===== config.mk =====
export PLATFORM = sky130hd
export DESIGN_NAME = axis_depacketizer
export DESIGN_NICKNAME = d
export VERILOG_FILES = /design/src/rtl/sat_counter.sv /design/src/rtl/axis_depacketizer.sv
export SDC_FILE = /design/constraint.sdc
export NUM_CORES = 1
export LEC_CHECK = 0
export ABC_AREA = 1
export BUFFER_PORTS_ARGS = -buffer_cell sky130_fd_sc_hd__buf_4
export CAP_MARGIN = 20
export CORE_MARGIN = 4
export CORE_UTILIZATION = 40
export DETAILED_ROUTE_END_ITERATION = 6
export GPL_ROUTABILITY_DRIVEN = 0
export PLACE_DENSITY_LB_ADDON = 0.12
export REMOVE_ABC_BUFFERS = 1
export SYNTH_ARGS = -nofsm -noshare
export SYNTH_HDL_FRONTEND = slang
export SYNTH_SLANG_ARGS = --single-unit

===== constraint.sdc =====
create_clock -name aclk -period 2.15 [get_ports aclk]
set_input_delay 0.215 -clock aclk [delete_from_list [all_inputs] [get_ports aclk]]
set_output_delay 0.215 -clock aclk [all_outputs]
set_load 0.01 [all_outputs]

===== src/rtl/sat_counter.sv =====
// Status counter that sticks at all-ones instead of wrapping.
// Increments by one on each cycle where inc is high.
module sat_counter #(
    parameter int WIDTH = 16
) (
    input  logic             clk,
    input  logic             rstn,
    input  logic             inc,
    output logic [WIDTH-1:0] cnt
);
    always_ff @(posedge clk or negedge rstn) begin
        if (!rstn) begin
            cnt <= '0;
        end else if (inc && (cnt != '1)) begin
            cnt <= cnt + WIDTH'(1);
        end
    end
endmodule


===== src/rtl/axis_depacketizer.sv =====
// Checks incoming AXI4-Stream packets against a fixed length, forwards
// conforming words with regenerated tlast and truncates over-long packets.
module axis_depacketizer #(
    parameter int AXIS_TDATA_WIDTH = 32,
    parameter int CNTR_WIDTH       = 32,
    parameter int STS_WIDTH        = 16
) (
    input  logic                        aclk,
    input  logic                        aresetn,
    input  logic [CNTR_WIDTH-1:0]       cfg_data,
    output logic                        s_axis_tready,
    input  logic [AXIS_TDATA_WIDTH-1:0] s_axis_tdata,
    input  logic                        s_axis_tvalid,
    input  logic                        s_axis_tlast,
    input  logic                        m_axis_tready,
    output logic [AXIS_TDATA_WIDTH-1:0] m_axis_tdata,
    output logic                        m_axis_tvalid,
    output logic                        m_axis_tlast,
    output logic [STS_WIDTH-1:0]        sts_good,
    output logic [STS_WIDTH-1:0]        sts_short,
    output logic [STS_WIDTH-1:0]        sts_long
);
    localparam logic RUN     = 1'b0;
    localparam logic DISCARD = 1'b1;

    logic [CNTR_WIDTH-1:0] int_data_reg;
    logic [CNTR_WIDTH-1:0] int_cntr_reg;
    logic                  int_enbl_reg;
    logic                  state;

    logic at_end;
    logic beat;
    logic in_run;
    logic pkt_good;
    logic pkt_short;
    logic pkt_long;

    // >= so a mid-packet length reduction still closes the frame
    assign at_end = int_cntr_reg >= int_data_reg;
    assign in_run = state == RUN;
    assign m_axis_tdata = s_axis_tdata;

    always_comb begin
        s_axis_tready = 1'b0;
        m_axis_tvalid = 1'b0;
        m_axis_tlast  = 1'b0;
        if (int_enbl_reg) begin
            if (in_run) begin
                s_axis_tready = m_axis_tready;
                m_axis_tvalid = s_axis_tvalid;
                m_axis_tlast  = s_axis_tvalid & (s_axis_tlast | at_end);
            end else begin
                s_axis_tready = 1'b1;
            end
        end
    end

    assign beat      = s_axis_tvalid & s_axis_tready;
    assign pkt_good  = beat & in_run & s_axis_tlast & at_end;
    assign pkt_short = beat & in_run & s_axis_tlast & ~at_end;
    assign pkt_long  = beat & in_run & ~s_axis_tlast & at_end;

    always_ff @(posedge aclk or negedge aresetn) begin
        if (!aresetn) begin
            int_data_reg <= '0;
            int_cntr_reg <= '0;
            int_enbl_reg <= 1'b0;
            state        <= RUN;
        end else begin
            int_data_reg <= cfg_data;
            int_enbl_reg <= 1'b1;
            if (beat) begin
                if (in_run) begin
                    if (s_axis_tlast || at_end) begin
                        int_cntr_reg <= '0;
                    end else begin
                        int_cntr_reg <= int_cntr_reg + CNTR_WIDTH'(1);
                    end
                    if (pkt_long) begin
                        state <= DISCARD;
                    end
                end else begin
                    int_cntr_reg <= '0;
                    if (s_axis_tlast) begin
                        state <= RUN;
                    end
                end
            end
        end
    end

    sat_counter #(.WIDTH(STS_WIDTH)) u_good (
        .clk  (aclk),
        .rstn (aresetn),
        .inc  (pkt_good),
        .cnt  (sts_good)
    );

    sat_counter #(.WIDTH(STS_WIDTH)) u_short (
        .clk  (aclk),
        .rstn (aresetn),
        .inc  (pkt_short),
        .cnt  (sts_short)
    );

    sat_counter #(.WIDTH(STS_WIDTH)) u_long (
        .clk  (aclk),
        .rstn (aresetn),
        .inc  (pkt_long),
        .cnt  (sts_long)
    );
endmodule

# ---- Word level (Yosys, flattened, before mapping)
# Cells that the tools add are included.
dict set report classes {
  add_sub_neg 4
  order_cmp 1
  n_eq_ne 3
  n_mux 11
  bitwise_logic 12
  reduce_logical 4
}
# operator n
set op_table {}
lappend op_table {{32-bit 2-to-1 mux} 2}
lappend op_table {{16-bit by 1-bit adder with 16-bit output, second input constant} 3}
lappend op_table {{16-bit inequality test, second input constant} 3}
lappend op_table {{32-bit by 1-bit adder with 32-bit output, second input constant} 1}
lappend op_table {{32-bit greater-or-equal comparator} 1}
lappend op_table {{1-bit 2-to-1 mux} 9}
lappend op_table {{1-bit bitwise AND} 8}
lappend op_table {{1-bit logical AND} 3}
lappend op_table {{1-bit inverter} 3}
lappend op_table {{1-bit logical OR} 1}
lappend op_table {{1-bit bitwise OR} 1}
dict set report totals {
  register_bits 114
  in_bits 69
  output_inout_bits 83
  word_cells 42
}

# ---- Logic depth before layout (Yosys ltp)
dict set report logic_depth {
  ltp_word 8
  depth_mapped 20
  depth_no_buf 18
}

# ---- Cells and area by module
# A second synthesis with hierarchy kept.
dict set report hier_totals {
  hier_cells 995
  area_unflattened_um2 7319.5
}
# module instances cells_per_inst area_per_inst_um2 seq_area_each_um2
set by_module_without_submodules {}
lappend by_module_without_submodules {axis_depacketizer 1 548 4144.0 1651.6}
lappend by_module_without_submodules {sat_counter 3 149 1058.5 400.4}

# ---- Worst setup path after synthesis
# OpenSTA, ideal clock, no wires.
dict set report synth_path {
  kind {register to register}
  startpoint {reg int_cntr_reg[7]}
  endpoint {reg u_long.cnt[5]}
  setup_time_ns 0.127
  arrival_ns 1.884
  t_required_ns 2.023
  path_slack_ns 0.139
  stages_incl_launch_ff 18
  n_path_buf 3
  synth_period_minus_slack_ns 2.011
  cell_sequence {dfrtp_1 -> ha_1 -> nand2_1 -> inv_1 -> nand2_1 -> nor2_1 -> nor2_1 -> nand2_1 -> nand2_1 -> nand2_1 -> nand2_1 -> nand2_2 -> buf_6 -> nand3_2 -> buf_6 -> buf_6 -> nand2_1 -> o21ai_0}
}
dict set report synth_between {
  elab_chain_len 3
}
# item line_no
set synth_lines {}
lappend synth_lines {{from (decl)} axis_depacketizer.sv:27} ;# logic [CNTR_WIDTH-1:0] int_cntr_reg;
lappend synth_lines {{from (signal assigned)} axis_depacketizer.sv:77} ;# int_cntr_reg <= int_cntr_reg + CNTR_WIDTH'(1);
lappend synth_lines {{32-bit greater-or-equal comparator} axis_depacketizer.sv:39} ;# assign at_end = int_cntr_reg >= int_data_reg;
lappend synth_lines {{1-bit bitwise AND} axis_depacketizer.sv:61} ;# assign pkt_long = beat & in_run & ~s_axis_tlast & at_end;
lappend synth_lines {{1-bit logical AND} sat_counter.sv:14} ;# end else if (inc && (cnt != '1)) begin
lappend synth_lines {{to (signal assigned)} sat_counter.sv:15} ;# cnt <= cnt + WIDTH'(1);
lappend synth_lines {{to (decl)} sat_counter.sv:9} ;# output logic [WIDTH-1:0] cnt
# Every way passes these cells.
# A chain may end at the register's enable or synchronous reset.

# ---- Worst setup path in the final report
dict set report layout_path {
  startpoint {reg int_cntr_reg[6]}
  endpoint {out m_axis_tlast}
}
dict set report layout_between {
  elab_chain_len 5
}
# item line_no
set layout_lines {}
lappend layout_lines {{32-bit greater-or-equal comparator} axis_depacketizer.sv:39}
lappend layout_lines {{1-bit bitwise OR} axis_depacketizer.sv:51} ;# m_axis_tlast = s_axis_tvalid & (s_axis_tlast | at_end);
lappend layout_lines {{1-bit bitwise AND} axis_depacketizer.sv:51}
lappend layout_lines {{1-bit 2-to-1 mux} axis_depacketizer.sv:48} ;# if (in_run) begin
lappend layout_lines {{1-bit 2-to-1 mux} axis_depacketizer.sv:47} ;# if (int_enbl_reg) begin
lappend layout_lines {{to (decl)} axis_depacketizer.sv:18} ;# output logic m_axis_tlast,
# Every way passes these cells.

==> impl_results.md <==
* Status: complete, but fails checks
* Failing checks: setup timing
* Max Freq at 441 MHz
* Seq/Total Area, Yosys at 0.420
* Final worst slack at -0.115 ns
* CP required at 1.93 ns
* Diode count at 0
* Slowest stage delay, CP at 0.37 ns
* M1 GR Usage at 0.250
* Post-Route WL at 17.9 mm
* Crit Path Category: reg2out
* Largest fanout on the critical path at 3
* Post-synth EDFFs at 0
* Hold wc startpoint: s_axis_tlast
* RR Endpoint: int_cntr_reg[29]$_DFFE_PN0P_
* Static leakage at 0.00445 uW
* I/O Buffers at 87
* Final hold vios at 0
* Largest net degree at the start of global routing at 44
* Max Slew Vio Count at 0
* First-pass GRT wire length at 29.1 mm
* FF-to-FF setup slack at -0.05 ns
* Dominant synthesized flop cell: dfrtp_1
* Top Usage Layer GRT: met2
* Setup-failing EPs final at 22
* Max IR drop VDD at 0.520 mV
* DR DRC count at 0
* Syn avg cell area at 7.97 um^2
* Total gr overflow at 0
* PwrDens at 637 nW/um^2
* Layout cells sized above 1 at 0.260
* Final min period at 2.27 ns
* Die Y at 138 um
* Tot Pwr at 6010 uW
* Synth warn at 0
* Most common cell after layout, fill and taps aside: nand2_1
* H-tree levels at 4
* Mapped Area at 6790 um^2
* WHS Path Cells at 4
* WP depth at 14
* Root buf cell: clkbuf_16
* Crit-path slowest cell: dfrtp_1
* Reg clk slew, reported paths at 0.06 ns
* Wirelength per Cell at 14.3 um
* Die width at 138 um
* Skew-Pair Late Insertion Delay at 0.42 ns
* Worst hold slack at 0.186 ns
* Io pins at 152
* RSZ-0062 raised after global routing: true
* Cell count after synthesis at 852
* Clock skew at 0.0114 ns
* Design Area, Final at 9430 um^2
* Final #Nets at 1125
* Cell Rows at 47
* Arr. time, crit path at 2.05 ns
* TNS Setup at -0.541 ns
* Ys async rst share at 1.00
* Post-synth cell types at 36
* Final Util at 0.569
* GR Layer Usage met3 at 0.0691
* Vias per cell at 4.69
* Seq cells post-synth at 114
* Die Area at 19100 um^2
* Initial core utilization at 0.409
* HP Class: in2reg
* 1st-iter DRT viols at 336
* Worst path most repeated cell: nand2_1
* Antenna violations before repair at 0
* R2R cell count at 18
* Fin crit share at 1.05
* CP Cell Sequence: ha_1 -> nand2_2 -> inv_2 -> nand2_1 -> nand2_1 -> nor2_1 -> nand2_1 -> nand2_1 -> nand2_1 -> nand2_2 -> nand2_4 -> o21ai_2 -> inv_2 -> buf_6
* Crit Reg-Reg Startpoint: int_cntr_reg[6]$_DFFE_PN0P_
* Most frequent cells in the layout: 223 x nand2_1, 141 x buf_4, 114 x dfrtp_1, 100 x inv_1, 64 x nor2_1
* Core Area at 16600 um^2
* All-layer global routing usage at 0.186
* ANT nets after route at 0
* Hold endpoint: u_long.cnt[12]$_DFFE_PN0P_
* Detailed Place HPWL at 12.5 mm
* Total number of vias at 5876
* Grt met2 use at 0.283
* Placed inst area at 7870 um^2
* Clk sinks at 114
* Worst Setup End Kind: output port
* Worst setup SP type: flop
* Cts bufs inserted at 17
* DRT Pass-1 Iters at 4
* CP bufs+invs at 3
* Max Root-Sink Buffers at 2
* Vias in the first global route at 5793
* Layout area overhead at 38.9%
* CTS tree: done
* Largest delay share family, worst path: simple AND/OR/NAND/NOR gates
* Max Cap Viol at 0
cells by family after synthesis:
kind of cell,Yosys count,share of synthesized area
AOI/OAI and AO/OA,83,0.0702
xor gates and xnor gates,59,0.0761
adders and majority gates,36,0.0664
buffers and inverters,161,0.115
DFF,114,0.420
other,1,0.000552
and+or+nand+nor,398,0.251
layout make-up:
type	instances	area (um^2)
Clock inverter	11	176
Multi-Input combinational cell	577	3400
Timing Repair Buffer	196	1810
Clock buffer	20	467
Sequential cell	114	2850
Fill cell	1539	7160
Inverter	114	440
Tap cell	220	275
stage by stage:
stage,worst slack [ns],cells
floorplan,-0.169,805
finish,-0.115,1252
detailed placement,-0.0785,1169
global route,-0.296,1252
CTS,-0.141,1235
global placement,-0.0544,1169
timing repair:
action | in CTS | in global routing
gates resized for setup | 24 | 65
cloned | 0 | 11
hold endpoints to repair | 63 | 0
setup endpoints to repair | 47 | 77
pin swaps | 11 | 9
setup buffers | 2 | 6
hold buffers | 33 | 0
metal layers:
metal / part of all wire / vias up / wire (um)
met5: 0.0016 / - / 28
li1: - / 3020 / -
met4: 0.010 / 2 / 178
met3: 0.057 / 16 / 1030
met1: 0.47 / 2707 / 8420
met2: 0.46 / 131 / 8230
cell usage after synthesis (3+ instances only):
master,number,share of area
nand2_1,234,0.13
dfrtp_1,114,0.42
inv_1,107,0.059
nor2_1,67,0.037
nand3_1,40,0.029
buf_4,36,0.040
ha_1,36,0.066
xnor2_1,31,0.040
o21ai_0,29,0.021
xor2_1,28,0.036
nand4_1,24,0.022
a21oi_1,20,0.015
o21ai_1,16,0.012
nor3_1,15,0.011
o21ai_2,11,0.014
inv_2,6,0.0033
nor4_1,6,0.0055
buf_6,5,0.0083
clkbuf_1,3,0.0017
o21bai_1,3,0.0033
power by group:
group	switching (uW)	internal, uW
registers	61.6	2230
clock network	1030	2030
logic	321	323
worst register-to-register path: cells and delay by family (launching register included):
family / cells / cell delay (ns)
and+or+nand+nor: 12 / 0.90
buffers and inverters: 5 / 0.58
DFF: 1 / 0.37
adders and majority gates: 1 / 0.29
worst max-delay path by stage:
stage	startpoint	to	slack (ns)
global route	int_cntr_reg[6]$_DFFE_PN0P_	m_axis_tlast	-0.30
CTS	int_cntr_reg[17]$_DFFE_PN0P_	m_axis_tlast	-0.14
finish	int_cntr_reg[6]$_DFFE_PN0P_	m_axis_tlast	-0.12
floorplan	int_cntr_reg[7]$_DFFE_PN0P_	u_good.cnt[13]$_DFFE_PN0P_	-0.17
detailed placement	int_cntr_reg[31]$_DFFE_PN0P_	u_short.cnt[3]$_DFFE_PN0P_	-0.08
global placement	int_cntr_reg[29]$_DFFE_PN0P_	u_short.cnt[3]$_DFFE_PN0P_	-0.05
No activity file was read; power rests on OpenSTA's default activity.
